`src/rtl/uart_pkg.sv`:
```
// Shared UART definitions: FSM state codes, line idle level, frame width
// and the even-parity helper used by the receive stage.
package uart_pkg;

    localparam logic [2:0] IDLE    = 3'd0;
    localparam logic [2:0] START   = 3'd1;
    localparam logic [2:0] DATA    = 3'd2;
    localparam logic [2:0] PARITY  = 3'd3;
    localparam logic [2:0] STOP    = 3'd4;
    localparam logic [2:0] RECOVER = 3'd5;

    localparam logic UART_IDLE_LEVEL = 1'b1;
    localparam int   DATA_BITS       = 8;

    // High when data plus received parity bit do not give even parity.
    function automatic logic parity_bad(input logic [DATA_BITS-1:0] d, input logic p);
        return ^{d, p};
    endfunction

endpackage

```
`src/rtl/uart_sync2.sv`:
```
// Generic two-flop synchronizer for asynchronous single-bit inputs.
// RST_VAL selects the level both flops take on reset.
module uart_sync2 #(
    parameter logic RST_VAL = 1'b0
) (
    input  logic clk,
    input  logic rst,
    input  logic d,
    output logic q
);

    logic meta_q, meta_d;
    logic sync_q, sync_d;

    // Next-state: shift the input through the two stages.
    always_comb begin
        meta_d = d;
        sync_d = meta_q;
    end

    // Synchronizer flops, reset to the configured level.
    always_ff @(posedge clk or posedge rst) begin
        if (rst) begin
            meta_q <= RST_VAL;
            sync_q <= RST_VAL;
        end else begin
            meta_q <= meta_d;
            sync_q <= sync_d;
        end
    end

    assign q = sync_q;

endmodule

```
`src/rtl/uart_rx_frame.sv`:
```
// UART receiver: oversamples rx_in, recovers LSB-first frames, strobes
// rx_done with each good byte and flags framing errors.
// Macro UART_RX_PARITY_EN: when defined, frames are 8E1 and parity_err is
// live; when undefined, frames are 8N1 and parity_err is tied low.
// CLKS_PER_BIT must be at least 4 so the half-bit start check is meaningful.
module uart_rx_frame
    import uart_pkg::*;
#(
    parameter int CLK_FREQ_HZ  = 50000000,
    parameter int BAUD         = 115200,
    parameter int CLKS_PER_BIT = CLK_FREQ_HZ / BAUD
) (
    input  logic                 clk,
    input  logic                 rst,
    input  logic                 rx_in,
    output logic [DATA_BITS-1:0] rx_data,
    output logic                 rx_done,
    output logic                 frame_err,
    output logic                 parity_err,
    output logic                 busy
);

    localparam int                CNT_W    = $clog2(CLKS_PER_BIT);
    localparam logic [CNT_W-1:0]  CNT_LAST = CNT_W'(CLKS_PER_BIT - 1);
    localparam logic [CNT_W-1:0]  CNT_HALF = CNT_W'(CLKS_PER_BIT / 2 - 1);
    localparam logic [2:0]        IDX_LAST = 3'(DATA_BITS - 1);

    logic                 rx_s;
    logic [2:0]           state_q,   state_d;
    logic [CNT_W-1:0]     clk_cnt_q, clk_cnt_d;
    logic [2:0]           bit_idx_q, bit_idx_d;
    logic [DATA_BITS-1:0] shift_q,   shift_d;
    logic [DATA_BITS-1:0] rx_data_q, rx_data_d;
    logic                 rx_done_q, rx_done_d;
    logic                 frame_err_q, frame_err_d;
    logic                 par_err_q, par_err_d;
    logic                 par_bad_q, par_bad_d;
    logic                 stop_blocked;

    uart_sync2 #(
        .RST_VAL (UART_IDLE_LEVEL)
    ) u_sync (
        .clk (clk),
        .rst (rst),
        .d   (rx_in),
        .q   (rx_s)
    );

`ifdef UART_RX_PARITY_EN
    // A frame with bad parity has already reported; its stop bit is only consumed.
    assign stop_blocked = par_bad_q;
`else
    assign stop_blocked = 1'b0;
`endif

    // Frame FSM: start validation, data shifting, parity/stop sampling.
    always_comb begin
        state_d     = state_q;
        clk_cnt_d   = clk_cnt_q + 1'b1;
        bit_idx_d   = bit_idx_q;
        shift_d     = shift_q;
        rx_data_d   = rx_data_q;
        rx_done_d   = 1'b0;
        frame_err_d = 1'b0;
        par_err_d   = 1'b0;
        par_bad_d   = par_bad_q;
        case (state_q)
            IDLE: begin
                clk_cnt_d = '0;
                par_bad_d = 1'b0;
                if (!rx_s) state_d = START;
            end
            START: begin
                if (clk_cnt_q == CNT_HALF) begin
                    clk_cnt_d = '0;
                    bit_idx_d = '0;
                    state_d   = rx_s ? IDLE : DATA;
                end
            end
            DATA: begin
                if (clk_cnt_q == CNT_LAST) begin
                    clk_cnt_d          = '0;
                    shift_d[bit_idx_q] = rx_s;
                    if (bit_idx_q == IDX_LAST) begin
`ifdef UART_RX_PARITY_EN
                        state_d = PARITY;
`else
                        state_d = STOP;
`endif
                    end else begin
                        bit_idx_d = bit_idx_q + 1'b1;
                    end
                end
            end
`ifdef UART_RX_PARITY_EN
            PARITY: begin
                if (clk_cnt_q == CNT_LAST) begin
                    clk_cnt_d = '0;
                    par_bad_d = parity_bad(shift_q, rx_s);
                    par_err_d = parity_bad(shift_q, rx_s);
                    state_d   = STOP;
                end
            end
`endif
            STOP: begin
                if (clk_cnt_q == CNT_LAST) begin
                    clk_cnt_d = '0;
                    if (stop_blocked) begin
                        state_d = rx_s ? IDLE : RECOVER;
                    end else if (rx_s) begin
                        rx_data_d = shift_q;
                        rx_done_d = 1'b1;
                        state_d   = IDLE;
                    end else begin
                        frame_err_d = 1'b1;
                        state_d     = RECOVER;
                    end
                end
            end
            RECOVER: begin
                clk_cnt_d = '0;
                if (rx_s) state_d = IDLE;
            end
            default: begin
                clk_cnt_d = '0;
                state_d   = IDLE;
            end
        endcase
    end

    // State, counters, data and pulse registers; reset aborts any frame.
    always_ff @(posedge clk or posedge rst) begin
        if (rst) begin
            state_q     <= IDLE;
            clk_cnt_q   <= '0;
            bit_idx_q   <= '0;
            shift_q     <= '0;
            rx_data_q   <= '0;
            rx_done_q   <= 1'b0;
            frame_err_q <= 1'b0;
            par_err_q   <= 1'b0;
            par_bad_q   <= 1'b0;
        end else begin
            state_q     <= state_d;
            clk_cnt_q   <= clk_cnt_d;
            bit_idx_q   <= bit_idx_d;
            shift_q     <= shift_d;
            rx_data_q   <= rx_data_d;
            rx_done_q   <= rx_done_d;
            frame_err_q <= frame_err_d;
            par_err_q   <= par_err_d;
            par_bad_q   <= par_bad_d;
        end
    end

    assign rx_data    = rx_data_q;
    assign rx_done    = rx_done_q;
    assign frame_err  = frame_err_q;
    assign parity_err = par_err_q;
    assign busy       = (state_q != IDLE);

endmodule

```
`config.mk`:
```
export PLATFORM = sky130hd
export DESIGN_NAME = uart_rx_frame
export DESIGN_NICKNAME = d
export VERILOG_FILES = /design/src/rtl/uart_pkg.sv /design/src/rtl/uart_sync2.sv /design/src/rtl/uart_rx_frame.sv
export SDC_FILE = /design/constraint.sdc
export NUM_CORES = 1
export LEC_CHECK = 0
export ABC_CLOCK_PERIOD_IN_PS = 2700
export CORE_UTILIZATION = 50
export DETAILED_ROUTE_END_ITERATION = 12
export PLACE_DENSITY = 0.79
export SETUP_SLACK_MARGIN = 0.1
export SKIP_LAST_GASP = 1
export SYNTH_ARGS = -nofsm -noshare
export SYNTH_HDL_FRONTEND = slang
export SYNTH_SLANG_ARGS = --single-unit
```
`constraint.sdc`:
```
create_clock -name clk -period 2.7 [get_ports clk]
set_clock_uncertainty 0.2 [all_clocks]
set_input_delay 0.54 -clock clk [delete_from_list [all_inputs] [get_ports clk]]
set_output_delay 0.54 -clock clk [all_outputs]
set_load 0.005 [all_outputs]
```
# Yosys cells after proc, flatten, opt, wreduce, memory -nomap -nowiden
# Index checks and enable logic that the tools add are counted.
# Widths: inputs -> output; s select.
[word_totals]
reg_bits = 35
latchBits = 0
mem_bits_rw = 0
mem_bits_ro = 0
inputBits = 3
output_inout_bits = 12
elab_cells = 61
mem_count = 0
[op_classes]
add_sub_neg = 2
n_mul = 0
div_mod_pow = 0
magnitude_cmp = 2
n_eq_ne = 14
shift = 0
muxes = 25
bitwise_logic = 0
reduce_logical = 9
[ops]
columns = ["cell", "n"]
rows = [
  ["$mux 3", 10],
  ["$mux 9", 2],
  ["$pmux 9 s2", 1],
  ["$pmux 3 s5", 1],
  ["$ne 2x2->1 const B", 6],
  ["$add 9x1->9 const B", 1],
  ["$eq 3x3->1 const B", 3],
  ["$eq 9x8->1 const B", 1],
  ["$eq 9x9->1 const B", 1],
  ["$bwmux 8", 1],
  ["$mux 1", 7],
  ["$pmux 3 s2", 1],
  ["$reduce_and 6->1", 1],
  ["$lt 3x4->1 const B", 1],
  ["$reduce_and 4->1", 1],
  ["$add 3x1->3 const B", 1],
  ["$demux 1 s3", 1],
  ["$eq 3x1->1 const B", 1],
  ["$eq 3x2->1 const B", 1],
  ["$ge 3x1->1 const B", 1],
  ["$logic_not 3->1", 1],
  ["$reduce_and 3->1", 1],
  ["$reduce_bool 3->1", 1],
  ["$mux 2", 1],
  ["other kinds (5)", 5],
]

# Longest topological paths before layout
[logic_depth]
depth_word = 5
depth_mapped = 8
mapped_depth_nobuf = 6

# By module
# From an unflattened synthesis, not the netlist that was laid out.
[hier_totals]
hier_cells = 138
hier_area_um2 = 1656.6
[modules_own_cells]
columns = ["mod", "instances", "cells_per_inst", "area_per_inst_um2", "seq_area_each_um2"]
rows = [
  ["uart_rx_frame", 1, 135, 1600.3, 825.8],
  ["uart_sync2", 1, 3, 56.3, 52.6],
]

# Least setup slack after synthesis
# No wires, ideal clock.
[synth_timing]
path_type = "register -> register"
start = "reg clk_cnt_q[1]"
end = "reg rx_data_q[0], in the netlist rx_data[0]"
t_arrival_ps = 2209
path_slack_ps = 166
path_stages_with_launch = 9
period_less_slack_ps = 2534
path_cell_list = "dfrtp_1 inv_1 ha_1 nand4b_1 or4_1 buf_2 or4_4 buf_6 mux2_4"
[synth_via]
elab_chain_cells = 2
[synth_rtl]
columns = ["element", "line", "rtl"]
rows = [
  ["start: declaration", "uart_rx_frame.sv:30", "logic [CNT_W-1:0] clk_cnt_q, clk_cnt_d;"],
  ["start signal: assignment", "uart_rx_frame.sv:145", "clk_cnt_q <= clk_cnt_d;"],
  ["$eq 9x9->1", "uart_rx_frame.sv:106", "if (clk_cnt_q == CNT_LAST) begin"],
  ["$reduce_and 3->1 (no source line)", "n/a", ""],
  ["end signal: assignment", "uart_rx_frame.sv:148", "rx_data_q <= rx_data_d;"],
  ["end: declaration", "uart_rx_frame.sv:33", "logic [DATA_BITS-1:0] rx_data_q, rx_data_d;"],
]
# No other way between the ends.
# A chain may end at the register's enable or synchronous reset.

# Final worst setup path
[layout_timing]
start = "reg clk_cnt_q[1]"
end = "reg rx_data_q[4], in the netlist rx_data[4]"
# The elaborated chain is that of the path after synthesis.

==> summary.md <==
| Metric | Value |
|---|---|
| Largest area contributor in the netlist | `dfrtp_1` |
| Die Wd | `about 60 um` |
| Worst EP required | `approximately 2.7 ns` |
| Number of flops mapped to enable cells by yosys | `0` |
| Grt total ovfl | `0` |
| Post-synth cell types | `37` |
| Delay of the slowest critical-path stage | `~0.61 ns` |
| Clock Sinks | `35` |
| Aggregate routed wire length | `2.82 mm` |
| Final setup fails | `0` |
| CP most frequent cell | `or4_4` |
| Post-CTS Hold Buffers | `0` |
| Async SR Flop Fraction | `1.00` |
| Vias per cell | `~5.4` |
| Starting Density | `0.535` |
| CTS Buffer Depth | `2` |
| Post-DP HPWL | `1.99 mm` |
| Final #Nets | `~170` |
| P_leak | `0.000863 uW` |
| Area post-placement | `1820 sq um` |
| Highest-delay cell along the critical path | `or4_4` |
| CP Depth | `6` |
| Worst-path clk slew | `roughly 0.10 ns` |
| Antenna violations before repair | `0` |
| Root buffer cell | `clkbuf_4` |
| Max Fclk | `~400 MHz` |
| Layout area overhead | `14.3%` |
| Final Hold Viols | `0` |
| Clk Latency, worst-skew pair | `between 0.3 and 0.4 ns` |
| WL/cell | `14.0 um` |
| Fraction of layout cells with a size suffix above 1 | `0.228` |
| Core ar. | `slightly above 3000 sq um` |
| TritonRoute pass-1 iters | `4` |
| DRC errors left | `0` |
| WHS Path Cells | `0` |
| Post-route ant nets | `0` |
| Top-count cell post-synth | `dfrtp_1` |
| Largest net degree at the start of global routing | `36` |
| Status | `complete, no violations` |
| Sequential fraction of the synthesis area | `0.529` |
| Die H | `59.6 um` |
| Synth Warn # | `0` |
| Bufs and invs on worst path | `1` |
| WS Path Type | `register to register` |
| Worst min path class | `register to register` |
| Tot GR Track Use | `0.196` |
| Max-slew violation count | `0` |
| Syn_nets | `between 100 and 150` |
| Final period util | `0.930` |
| Worst-path cell chain | `inv_2 > ha_1 > nand4b_1 > or4_4 > or4_4 > mux2_4` |
| CTS tree | `yes` |
| Top cells by count, synth | `dfrtp_1, nor2_1, mux2_2` |
| Max Cap Viol | `0` |
| Vias | `1097` |
| IO buf count | `13` |
| Power Dens Cells | `roughly 430 nW/um^2` |
| Area contributors post-synth | `dfrtp_1, mux2_4, mux2_2, ha_1, dfstp_2` |
| Dpl cells | `193` |
| Antenna cells | `0` |
| Syn_area_per_cell | `around 12 sq um` |
| Mapped cell area | `around 1700 sq um` |
| Worst hold slack | `approximately 0.16 ns` |
| Worst R2R Path Depth | `6` |
| TNS Setup | `0 ns` |
| Cell Rows | `20` |
| Synth Instances | `141` |
| GPL Wtd Cong | `0.843` |
| Cell area after layout | `roughly 1900 sq um` |
| Tmin final | `2.51 ns` |
| WP data arrival | `~2.6 ns` |
| Core Util, Final | `0.611` |
| Area share of the largest cell type after synthesis | `0.498` |
| RSZ-0062 raised after global routing | `false` |
| CP max FO | `9` |
| Max VDD drop | `slightly above 0.3 mV` |
| Final Non-Filler Cells | `around 200` |
| Vias in the first global route | `between 1k and 1.5k` |
| Startpoint class of the critical path | `register` |
| Initial DRC Count | `40` |
| Cts bufs inserted | `5` |
| Global-route wire length before repair | `slightly below 5 mm` |
| Seq cells post-synth | `35` |
| I/O pin cnt | `15` |
| Synth Flop Type | `dfrtp_1` |
| Die footprint | `about 3600 sq um` |
| Crit path capture type | `register` |
| H-tree depth | `2` |
| CP top delay family | `simple AND/OR/NAND/NOR gates` |
[worst paths after layout]
kind / slack (ns) / start / end
setup / recovery: 0.19 / clk_cnt_q[1] / rx_data[4]
setup reg to reg: 0.19 / clk_cnt_q[1] / rx_data[4]
hold reg to reg: 0.16 / u_sync.meta_q / u_sync.q
hold / removal: 0.16 / u_sync.meta_q / u_sync.q
min in group asynchronous: 0.37 / rst / rx_data[4]
max in group asynchronous: 1.59 / rst / u_sync.q
[sequential cells by signal (all words and copies together), names as in the netlist]
name	flops
u_sync.q	1
rx_done	1
frame_err	1
rx_data	8
state_q	3
shift_q	8
u_sync.meta_q	1
clk_cnt_q	9
bit_idx_q	3
[power breakdown]
group	switching, uW	internal, uW
Combinational	10.9	3.78
Clock	174	100
Sequential	2.32	527
Total	187	631
[through the flow]
step / power (uW) / worst slack [ns]
3_5_place_dp: 555 / 0.147
6_report: 818 / 0.188
5_1_grt: 864 / 0.0942
2_1_floorplan: 548 / 0.166
4_1_cts: 828 / 0.127
3_3_place_gp: 554 / 0.228
[layer usage]
metal  track usage  vias up  routed length [um]
met1         0.220      550                1220
met5             0        -                   0
li1              -      525                   -
met3        0.0655        5                  82
met2         0.342       17                1470
met4        0.0797        0                  51
[kinds of logic (layout without fill, tap and decap cells)]
family                     Yosys count  after routing  share of synthesized area
muxes                               17             17                      0.133
other                                1              1                    0.00226
and+or+nand+nor                     51             51                      0.170
adders and majority gates            5              5                     0.0377
AOI/OAI and AO/OA                    9              9                     0.0430
xor gates and xnor gates             8              8                     0.0422
DFF                                 35             35                      0.529
buffers and inverters               15             32                     0.0415
[final cells by class]
class | instances | area [sq um]
Inverter | 7 | 26.3
Tap cell | 44 | 55.1
Sequential cell | 35 | 878
Clock inverter | 2 | 12.5
Multi-Input combinational cell | 91 | 719
Fill cell | 277 | 1210
Timing Repair Buffer | 17 | 164
Clock buffer | 6 | 41.3
[worst register-to-register path, stage by stage, from the launching register on]
cell,delay (ns)
dfrtp_1,0.42
inv_2,0.07
ha_1,0.14
nand4b_1,0.12
or4_4,0.51
or4_4,0.61
mux2_4,0.34
[cells in the final DEF (no fill, tap or decap), drive strengths merged, types with 2 or more instances in the layout]
cell type and instances:
dfrtp 33, mux2 17, nor2 14, clkdlybuf4s50 13, inv 7, clkbuf 6, nor4 5, nand3 5
xnor2 5, ha 5, nand2 4, nand4 4, nand2b 4, or4 4, buf 4, xor2 3
nor3b 2, nor2b 2, nor3 2, a22o 2, dfstp 2
[repair_timing]
item,4_1_cts,5_1_grt
endpoints found under the setup margin,0,12
buffers inserted,0,1
resized for setup,0,4
Note: power is estimated with default switching activity, not from simulation.
